[src/rtl/multi_dataflow_package.sv]
// Shared types and defaults for the dataflow engine control stage.
//   ENGINE_CNT_W / ENGINE_DIM_W : default counter and frame-dimension widths
//   ST_*                        : FSM state encodings (legacy localparam form)
//   engine_state_t              : the same encodings as an enum, for integration code
//   ctrl_engine_t               : controller-side bundle of the job request fields
package multi_dataflow_package;

    localparam int unsigned ENGINE_CNT_W = 32;
    localparam int unsigned ENGINE_DIM_W = 16;

    localparam logic [2:0] ST_IDLE    = 3'd0;
    localparam logic [2:0] ST_START   = 3'd1;
    localparam logic [2:0] ST_COMPUTE = 3'd2;
    localparam logic [2:0] ST_DRAIN   = 3'd3;
    localparam logic [2:0] ST_DONE    = 3'd4;

    typedef enum logic [2:0] {
        IDLE    = ST_IDLE,
        START   = ST_START,
        COMPUTE = ST_COMPUTE,
        DRAIN   = ST_DRAIN,
        DONE    = ST_DONE
    } engine_state_t;

    typedef struct packed {
        logic        trigger;
        logic        clear;
        logic [31:0] width;
        logic [31:0] height;
    } ctrl_engine_t;

endpackage

[src/rtl/multi_dataflow_job_counter.sv]
// Job-length latch and output counter for the dataflow engine.
//   clear_i         : soft clear, zeroes count and total
//   load_i          : latch total = width*height; clears the count unless the product is zero
//   width_i/height_i: frame dimensions (already truncated to DIM_W)
//   inc_i           : one output produced
//   cnt_o           : outputs counted in the current job
//   zero_o          : current width_i*height_i is zero (combinational)
//   last_o          : inc_i is the increment that makes the count reach total
module multi_dataflow_job_counter
    import multi_dataflow_package::*;
#(
    parameter int unsigned CNT_W = ENGINE_CNT_W,
    parameter int unsigned DIM_W = ENGINE_DIM_W
) (
    input  logic             clk_i,
    input  logic             rst_ni,
    input  logic             clear_i,
    input  logic             load_i,
    input  logic [DIM_W-1:0] width_i,
    input  logic [DIM_W-1:0] height_i,
    input  logic             inc_i,
    output logic [CNT_W-1:0] cnt_o,
    output logic             zero_o,
    output logic             last_o
);

    logic [2*DIM_W-1:0] width_ext;
    logic [2*DIM_W-1:0] height_ext;
    logic [2*DIM_W-1:0] prod;
    logic [CNT_W-1:0]   total_new;
    logic [CNT_W-1:0]   total_d, total_q;
    logic [CNT_W-1:0]   cnt_d, cnt_q;

    assign width_ext  = {{DIM_W{1'b0}}, width_i};
    assign height_ext = {{DIM_W{1'b0}}, height_i};
    assign prod       = width_ext * height_ext;
    assign total_new  = CNT_W'(prod);
    assign zero_o     = (prod == '0);
    assign last_o     = inc_i && ((cnt_q + CNT_W'(1)) == total_q);
    assign cnt_o      = cnt_q;

    always_comb begin
        total_d = total_q;
        cnt_d   = cnt_q;
        if (clear_i) begin
            total_d = '0;
            cnt_d   = '0;
        end else if (load_i) begin
            total_d = total_new;
            // A zero-length job never reaches START, so the previous count is kept.
            if (!zero_o) cnt_d = '0;
        end else if (inc_i && (cnt_q != total_q)) begin
            cnt_d = cnt_q + CNT_W'(1);
        end
    end

    always_ff @(posedge clk_i or negedge rst_ni) begin
        if (!rst_ni) begin
            total_q <= '0;
            cnt_q   <= '0;
        end else begin
            total_q <= total_d;
            cnt_q   <= cnt_d;
        end
    end

endmodule

[src/rtl/multi_dataflow_engine_fsm.sv]
// Job sequencer between the HWPE control slave and multi_dataflow_kernel_adapter.
// Inputs : clk_i, rst_ni, clear_i, trigger_i, width_i, height_i,
//          kernel_done_i/ready_i/idle_i (adapter flags), out_stream_done_i
// Outputs: kernel_start_o, in_stream_start_o, out_stream_start_o (START pulses),
//          cnt_out_o, busy_o, done_o, err_zero_o, err_spurious_o
//
// state   | meaning
// IDLE    | waiting for trigger_i
// START   | one-cycle start pulse to kernel and both streamers
// COMPUTE | counting kernel_done_i until the job total is reached
// DRAIN   | waiting for the output streamer to flush
// DONE    | one-cycle completion pulse
module multi_dataflow_engine_fsm
    import multi_dataflow_package::*;
#(
    parameter int unsigned CNT_W = ENGINE_CNT_W,
    parameter int unsigned DIM_W = ENGINE_DIM_W
) (
    input  logic             clk_i,
    input  logic             rst_ni,
    input  logic             clear_i,
    input  logic             trigger_i,
    input  logic [31:0]      width_i,
    input  logic [31:0]      height_i,
    input  logic             kernel_done_i,
    input  logic             kernel_ready_i,
    input  logic             kernel_idle_i,
    input  logic             out_stream_done_i,
    output logic             kernel_start_o,
    output logic             in_stream_start_o,
    output logic             out_stream_start_o,
    output logic [CNT_W-1:0] cnt_out_o,
    output logic             busy_o,
    output logic             done_o,
    output logic             err_zero_o,
    output logic             err_spurious_o
);

    logic [2:0] state_d, state_q;
    logic       err_zero_d, err_zero_q;
    logic       err_spur_d, err_spur_q;
    logic       load, inc, zero, last;

    // Ready/idle are observation-only; upper dimension bits are don't-care.
    logic unused_inputs;
    assign unused_inputs = ^{kernel_ready_i, kernel_idle_i,
                             width_i[31:DIM_W], height_i[31:DIM_W]};

    multi_dataflow_job_counter #(
        .CNT_W (CNT_W),
        .DIM_W (DIM_W)
    ) u_job_counter (
        .clk_i    (clk_i),
        .rst_ni   (rst_ni),
        .clear_i  (clear_i),
        .load_i   (load),
        .width_i  (width_i[DIM_W-1:0]),
        .height_i (height_i[DIM_W-1:0]),
        .inc_i    (inc),
        .cnt_o    (cnt_out_o),
        .zero_o   (zero),
        .last_o   (last)
    );

    always_comb begin
        state_d    = state_q;
        err_zero_d = err_zero_q;
        err_spur_d = err_spur_q;
        load       = 1'b0;
        inc        = 1'b0;

        case (state_q)
            ST_IDLE: begin
                if (trigger_i) begin
                    load       = 1'b1;
                    err_zero_d = zero;
                    err_spur_d = 1'b0;
                    state_d    = zero ? ST_DONE : ST_START;
                end
            end
            ST_START:   state_d = ST_COMPUTE;
            ST_COMPUTE: begin
                inc = kernel_done_i;
                // last already covers the increment that reaches total.
                if (last) state_d = ST_DRAIN;
            end
            ST_DRAIN:   if (out_stream_done_i) state_d = ST_DONE;
            ST_DONE:    state_d = ST_IDLE;
            default:    state_d = ST_IDLE;
        endcase

        if (kernel_done_i &&
            ((state_q == ST_IDLE) || (state_q == ST_DRAIN) || (state_q == ST_DONE))) begin
            err_spur_d = 1'b1;
        end

        if (clear_i) begin
            state_d    = ST_IDLE;
            err_zero_d = 1'b0;
            err_spur_d = 1'b0;
            load       = 1'b0;
            inc        = 1'b0;
        end
    end

    always_ff @(posedge clk_i or negedge rst_ni) begin
        if (!rst_ni) begin
            state_q    <= ST_IDLE;
            err_zero_q <= 1'b0;
            err_spur_q <= 1'b0;
        end else begin
            state_q    <= state_d;
            err_zero_q <= err_zero_d;
            err_spur_q <= err_spur_d;
        end
    end

    assign kernel_start_o     = (state_q == ST_START);
    assign in_stream_start_o  = (state_q == ST_START);
    assign out_stream_start_o = (state_q == ST_START);
    assign busy_o             = (state_q != ST_IDLE);
    assign done_o             = (state_q == ST_DONE);
    assign err_zero_o         = err_zero_q;
    assign err_spurious_o     = err_spur_q;

endmodule

[config.mk]
export PLATFORM = sky130hd
export DESIGN_NAME = multi_dataflow_engine_fsm
export DESIGN_NICKNAME = d
export VERILOG_FILES = /design/src/rtl/multi_dataflow_package.sv /design/src/rtl/multi_dataflow_job_counter.sv /design/src/rtl/multi_dataflow_engine_fsm.sv
export SDC_FILE = /design/constraint.sdc
export NUM_CORES = 1
export LEC_CHECK = 0
export ABC_CLOCK_PERIOD_IN_PS = 3130
export CORE_MARGIN = 1
export CORE_UTILIZATION = 40
export CTS_CLUSTER_SIZE = 24
export DETAILED_ROUTE_END_ITERATION = 6
export SYNTH_ARGS = -nofsm -noshare
export SYNTH_HDL_FRONTEND = slang
export SYNTH_HIERARCHICAL = 1
export SYNTH_SLANG_ARGS = --single-unit
[constraint.sdc]
create_clock -name clk_i -period 3.13 [get_ports clk_i]
set_clock_uncertainty 0.15 [all_clocks]
set_input_delay 0.7825 -clock clk_i [delete_from_list [all_inputs] [get_ports clk_i]]
set_output_delay 0.7825 -clock clk_i [all_outputs]
set_load 0.1 [all_outputs]
; After elaboration in Yosys (flattened, before gate mapping)
; Index checks and enable logic that the tools add are counted.
; W data, S select, Z words.
[word_totals]
word_cells = 59
out_inout_bits = 39
in_bits = 72
ff_bits = 69
[op_classes]
reduce_logical = 18
n_addsub = 1
multipliers = 1
n_mux = 24
n_eq_ne = 10
[op_table]
columns = op, n
row1 = $mux W32, 6
row2 = $add A32 B1 Y32 const B, 1
row3 = $eq A32 B32 Y1, 1
row4 = $logic_not A32 Y1, 1
row5 = $mul A16 B16 Y32, 1
row6 = $ne A32 B32 Y1, 1
row7 = $mux W3, 5
row8 = $mux W1, 12
row9 = $ne A3 B3 Y1 const B, 4
row10 = $pmux W3 S4, 1
row11 = $reduce_bool A3 Y1, 4
row12 = $eq A3 B2 Y1 const B, 2
row13 = $reduce_and A2 Y1, 3
row14 = $reduce_bool A2 Y1, 3
row15 = $eq A3 B1 Y1 const B, 1
row16 = $eq A3 B3 Y1 const B, 1
row17 = $logic_and A1 B1 Y1, 3
row18 = $logic_not A3 Y1, 1
row19 = $reduce_and A3 Y1, 1
row20 = $logic_or A1 B1 Y1, 2

; Depth between registers and ports, before layout
[depth]
ltp_word = 7
ltp_mapped = 26
ltp_nobuf = 24

; Cells and area by module
; Netlist, hierarchy kept.
[by_module_without_submodules]
columns = mod, cells_each, n_inst, area_each_um2
row1 = multi_dataflow_job_counter, 1614, 1, 13679.4
row2 = multi_dataflow_engine_fsm, 33, 1, 299.0

; Worst setup path before layout
; No wires, ideal clock.
[synth_path]
kind = input to register
from = input port height_i[1]
to = register err_zero_q, in the netlist err_zero_o
n_path_buf = 1
arrival_time_ps = 6954
required_ps = 2902
slack_ps = -4052
cell_stages = 23
path_cell_list = clkbuf_1 nand2_1 fa_1 fa_1 fa_1 fa_1 inv_1 fa_1 inv_1 fa_1 inv_1 ha_1 a21oi_1 o21ai_0 a211oi_2 mux2i_1 o2111ai_1 nor4bb_1 nand4b_1 nor4b_1 and4b_1 or3b_1 a21oi_1
[synth_between]
elab_chain_len = 5
[synth_rtl]
columns = element, line
row1 = from (decl), multi_dataflow_engine_fsm.sv:24  ; input logic [31:0] height_i,
row2 = $mul A16 B16 Y32, multi_dataflow_job_counter.sv:36  ; assign prod = width_ext * height_ext;
row3 = $logic_not A32 Y1, multi_dataflow_job_counter.sv:38  ; assign zero_o = (prod == '0);
row4 = named net zero, multi_dataflow_engine_fsm.sv:42  ; logic load, inc, zero, last;
row5 = $mux W1, multi_dataflow_engine_fsm.sv:74  ; if (trigger_i) begin
row6 = $mux W1, multi_dataflow_engine_fsm.sv:72  ; case (state_q)
row7 = $mux W1, multi_dataflow_engine_fsm.sv:97  ; if (clear_i) begin
row8 = to (signal assigned), multi_dataflow_engine_fsm.sv:113  ; err_zero_q <= err_zero_d;
row9 = to (decl), multi_dataflow_engine_fsm.sv:40  ; logic err_zero_d, err_zero_q;
; The timed path passes the listed nets, and every way through them passes these cells. The select of a mux whose other input is x is not followed.
; A chain may end at the register's enable or synchronous reset.

; Final worst setup path
[layout_path]
from = input port width_i[5]
to = register err_zero_q, in the netlist err_zero_o
[layout_between]
elab_chain_len = 5
[layout_rtl]
columns = element, line
row1 = from (decl), multi_dataflow_engine_fsm.sv:23  ; input logic [31:0] width_i,
row2 = $mul A16 B16 Y32, multi_dataflow_job_counter.sv:36
row3 = $logic_not A32 Y1, multi_dataflow_job_counter.sv:38
row4 = named net zero, multi_dataflow_engine_fsm.sv:42
row5 = $mux W1, multi_dataflow_engine_fsm.sv:74
row6 = $mux W1, multi_dataflow_engine_fsm.sv:72
row7 = $mux W1, multi_dataflow_engine_fsm.sv:97
; The timed path passes the listed nets, and every way through them passes these cells. The select of a mux whose other input is x is not followed.

==> metrics.txt <==
worst slack on hold paths=between 300 and 400 ps; class of the worst hold path=input port to asynchronous set/reset pin; total half-perimeter wirelength after legalization and detailed placement=33800 µm; share of cells above drive strength 1=42.2%; vias per cell=between 5 and 6; cell accounting for the most synthesized area=fa_1; cell types with the largest area share after synthesis=fa_1 (28%), dfrtp_1 (12%), ha_1 (9.4%); number of buffers between clock root and the deepest sink=2; netlist area before placement=about 14000 µm²; initial detailed-routing violation count=929; post-synthesis to final-layout area growth=48.8%; number of sinks handled by clock tree synthesis=69; leftover overflow at the end of global routing=0; setup violation total in the final timing report=63; clock tree from TritonCTS=built; Worst Reg-to-Reg Cells=13; Critical Path RT=around 3200 ps; synthesized instance count=1647; maximum single-stage delay on the critical path=roughly 560 ps; crit path buf inv count=6; post-CTS clock slew at the launch and capture registers of the worst setup and hold paths=~60 ps; Arrival @ worst endpoint=slightly above 7000 ps; wire length of the first global-routing pass=73500 µm; Netlist cell types=84; Layout Utilization=60.4%; total iterations of the first detailed-routing run=5; Clk Tree Root Cell=clkbuf_16; status=finished, violations left; largest net degree at the start of global routing=70; final antenna-violating net count=0; Max-Cap Viols=0; Top cell by count, worst path=fa_1; vias after detailed routing=around 14000; Floorplan Core Area=approximately 34000 µm²; clock buffer count from CTS=9; final hold viol count=0; average wire per cell in the routed design=about 17 µm; sequential-to-total area share from yosys stat=12.4%; initial core utilization=40.6%; overall die height=around 190 µm; Synth Net Count=2018; placer congestion estimate=roughly 0.9; area share of the largest cell type after synthesis=between 20% and 30%; Most used DFF post-synth=dfrtp_1; Ys Warns=6; portion of the clock cycle consumed by the worst path in the final layout=225%; class of the most critical setup path=input port to register; final critical-path required period=7040 ps; number of slew-limit violations in the final report=0; Routed WL=44500 µm; overall global routing resource usage=around 26%; initial antenna violation count=0; Critical Path Stages=25; clock insertion delay at the later pin of the skew report=340 ps; category of cells accounting for the largest share of critical-path delay=adder cells; Fmax achieved=142 MHz; Fillers=between 2000 and 3000; unrepaired setup endpoints after global routing=yes; Die W=between 150 and 200 µm; # nets final=2479; Total Die Area=around 36000 µm²; detailed-route DRC error count=0; Max-slew headroom=a little over half; total number of H-tree levels=3; violated checks=negative setup slack; quantity of I/O buffers inserted on ports=between 70 and 80; count of antenna diodes in the layout=0; pre-CTS worst setup slack=-4810 ps; Final Worst Setup Slack=-3910 ps; number of top-level pins=about 110; Synth Area per Inst=between 8 and 9 µm²; nature of the critical path startpoint=input port; worst-path maximum fanout=6; number of synthesized register bits=roughly 70; proportion of synthesized flip-flops having asynchronous set or reset=between 90% and 100%; number of enable flip-flop cells after synthesis=0; transition time at the pin with the least slew margin=687 ps; number of rows created at floorplan=68; Worst setup EP type=register; Max stage delay cell, worst path=fa_1; vias in the first global route=14600
==> worst paths after layout <==
kind | from | end | slack, ps
max in group asynchronous | rst_ni | u_job_counter/cnt_o[27]$_DFFE_PN0P_ | 2200
setup / recovery | width_i[5] | err_zero_o$_DFFE_PN0P_ | -3910
hold / removal | rst_ni | u_job_counter/cnt_o[2]$_DFFE_PN0P_ | 310
min in group clk_i | u_job_counter/total_q[21]$_DFFE_PN0N_ | u_job_counter/total_q[21]$_DFFE_PN0N_ | 400
hold reg to reg | u_job_counter/total_q[21]$_DFFE_PN0N_ | u_job_counter/total_q[21]$_DFFE_PN0N_ | 400
setup reg to reg | u_job_counter/cnt_o[2]$_DFFE_PN0P_ | state_q[0]$_DFFE_PN0P_ | -450
==> synthesized netlist by cell type (all sizes together) (29+ instances only) <==
cell type	number
a21oi	101
and2	123
clkbuf	63
dfrtp	69
fa	194
ha	105
inv	243
nand2	227
nand3	30
nor2	70
nor3	29
o21ai	37
xnor2	39
xor2	33
==> through the flow <==
step                std cells  cell area [µm²]  TNS [ps]
finish                   2567            20800   -203860
global route             2567            20800   -214810
CTS                      2543            20100   -204670
detailed placement       2452            18100   -256400
global placement         2452            18100   -251460
floorplan                1647            14800   -181320
==> logic make-up after synthesis <==
logic type | after synthesis | synth area share [%]
xor+xnor | 72 | 4.51
fa+ha+maj | 299 | 37.2
buf+inv | 333 | 9.42
compound gates | 255 | 13.1
simple gates | 598 | 21.9
mux | 21 | 1.51
flops | 69 | 12.4
==> metal layers <==
layer / wire, µm / part of all wire, % / up-vias / global-route usage [%]
li1: - / - / 6313 / -
met1: 19200 / 43 / 6848 / 33.7
met2: 22300 / 50 / 349 / 44.7
met3: 2160 / 4.9 / 77 / 3.24
met4: 843 / 1.9 / 0 / 5.49
met5: 0 / 0 / - / 0
==> flip-flops by register name, indices dropped and copies added, names as in the netlist <==
name	cells
state_q	3
u_job_counter/cnt_o	32
err_zero_o	1
u_job_counter/total_q	32
err_spurious_o	1
==> layout make-up <==
class	count	area [µm²]	share of cell area (%)
well taps	455	569	2.74
clock buffers	11	253	1.21
repair buffers	539	4680	22.5
inverters	244	918	4.41
clock inverters	4	47.5	0.229
multi-input cells	1245	12600	60.6
flip-flops and latches	69	1730	8.30
==> worst reg2reg max path: stages (launching register included) <==
cell	delay [ps]
dfrtp_1	530
nand2_1	170
nor4_4	270
buf_4	190
and2_0	230
nand2_1	100
nor2_1	140
xor2_1	280
nand4_1	210
or3_1	420
a2111oi_2	420
buf_4	190
o211ai_1	70
a21oi_1	140
==> cell usage in the layout (no fill, tap or decap), types with 32 or more instances in the layout <==
master,count
xnor2_1,35
inv_1,204
a21oi_1,55
buf_6,105
inv_2,38
and2_4,32
nand2_1,180
buf_4,385
ha_1,71
nor2_1,58
and2_1,90
dfrtp_1,69
fa_1,174
==> timing repair <==
action / CTS / global route
gates cloned: 6 / 1
gates resized for setup: 375 / 163
pin swaps: 115 / 106
buffers inserted: 74 / 32
hold buffers: 0 / 0
setup endpoints to repair: 64 / 64
Power is left out: the tool's default activity adds up to more than one toggle a clock period on the data nets, which glitch-free logic cannot reach.
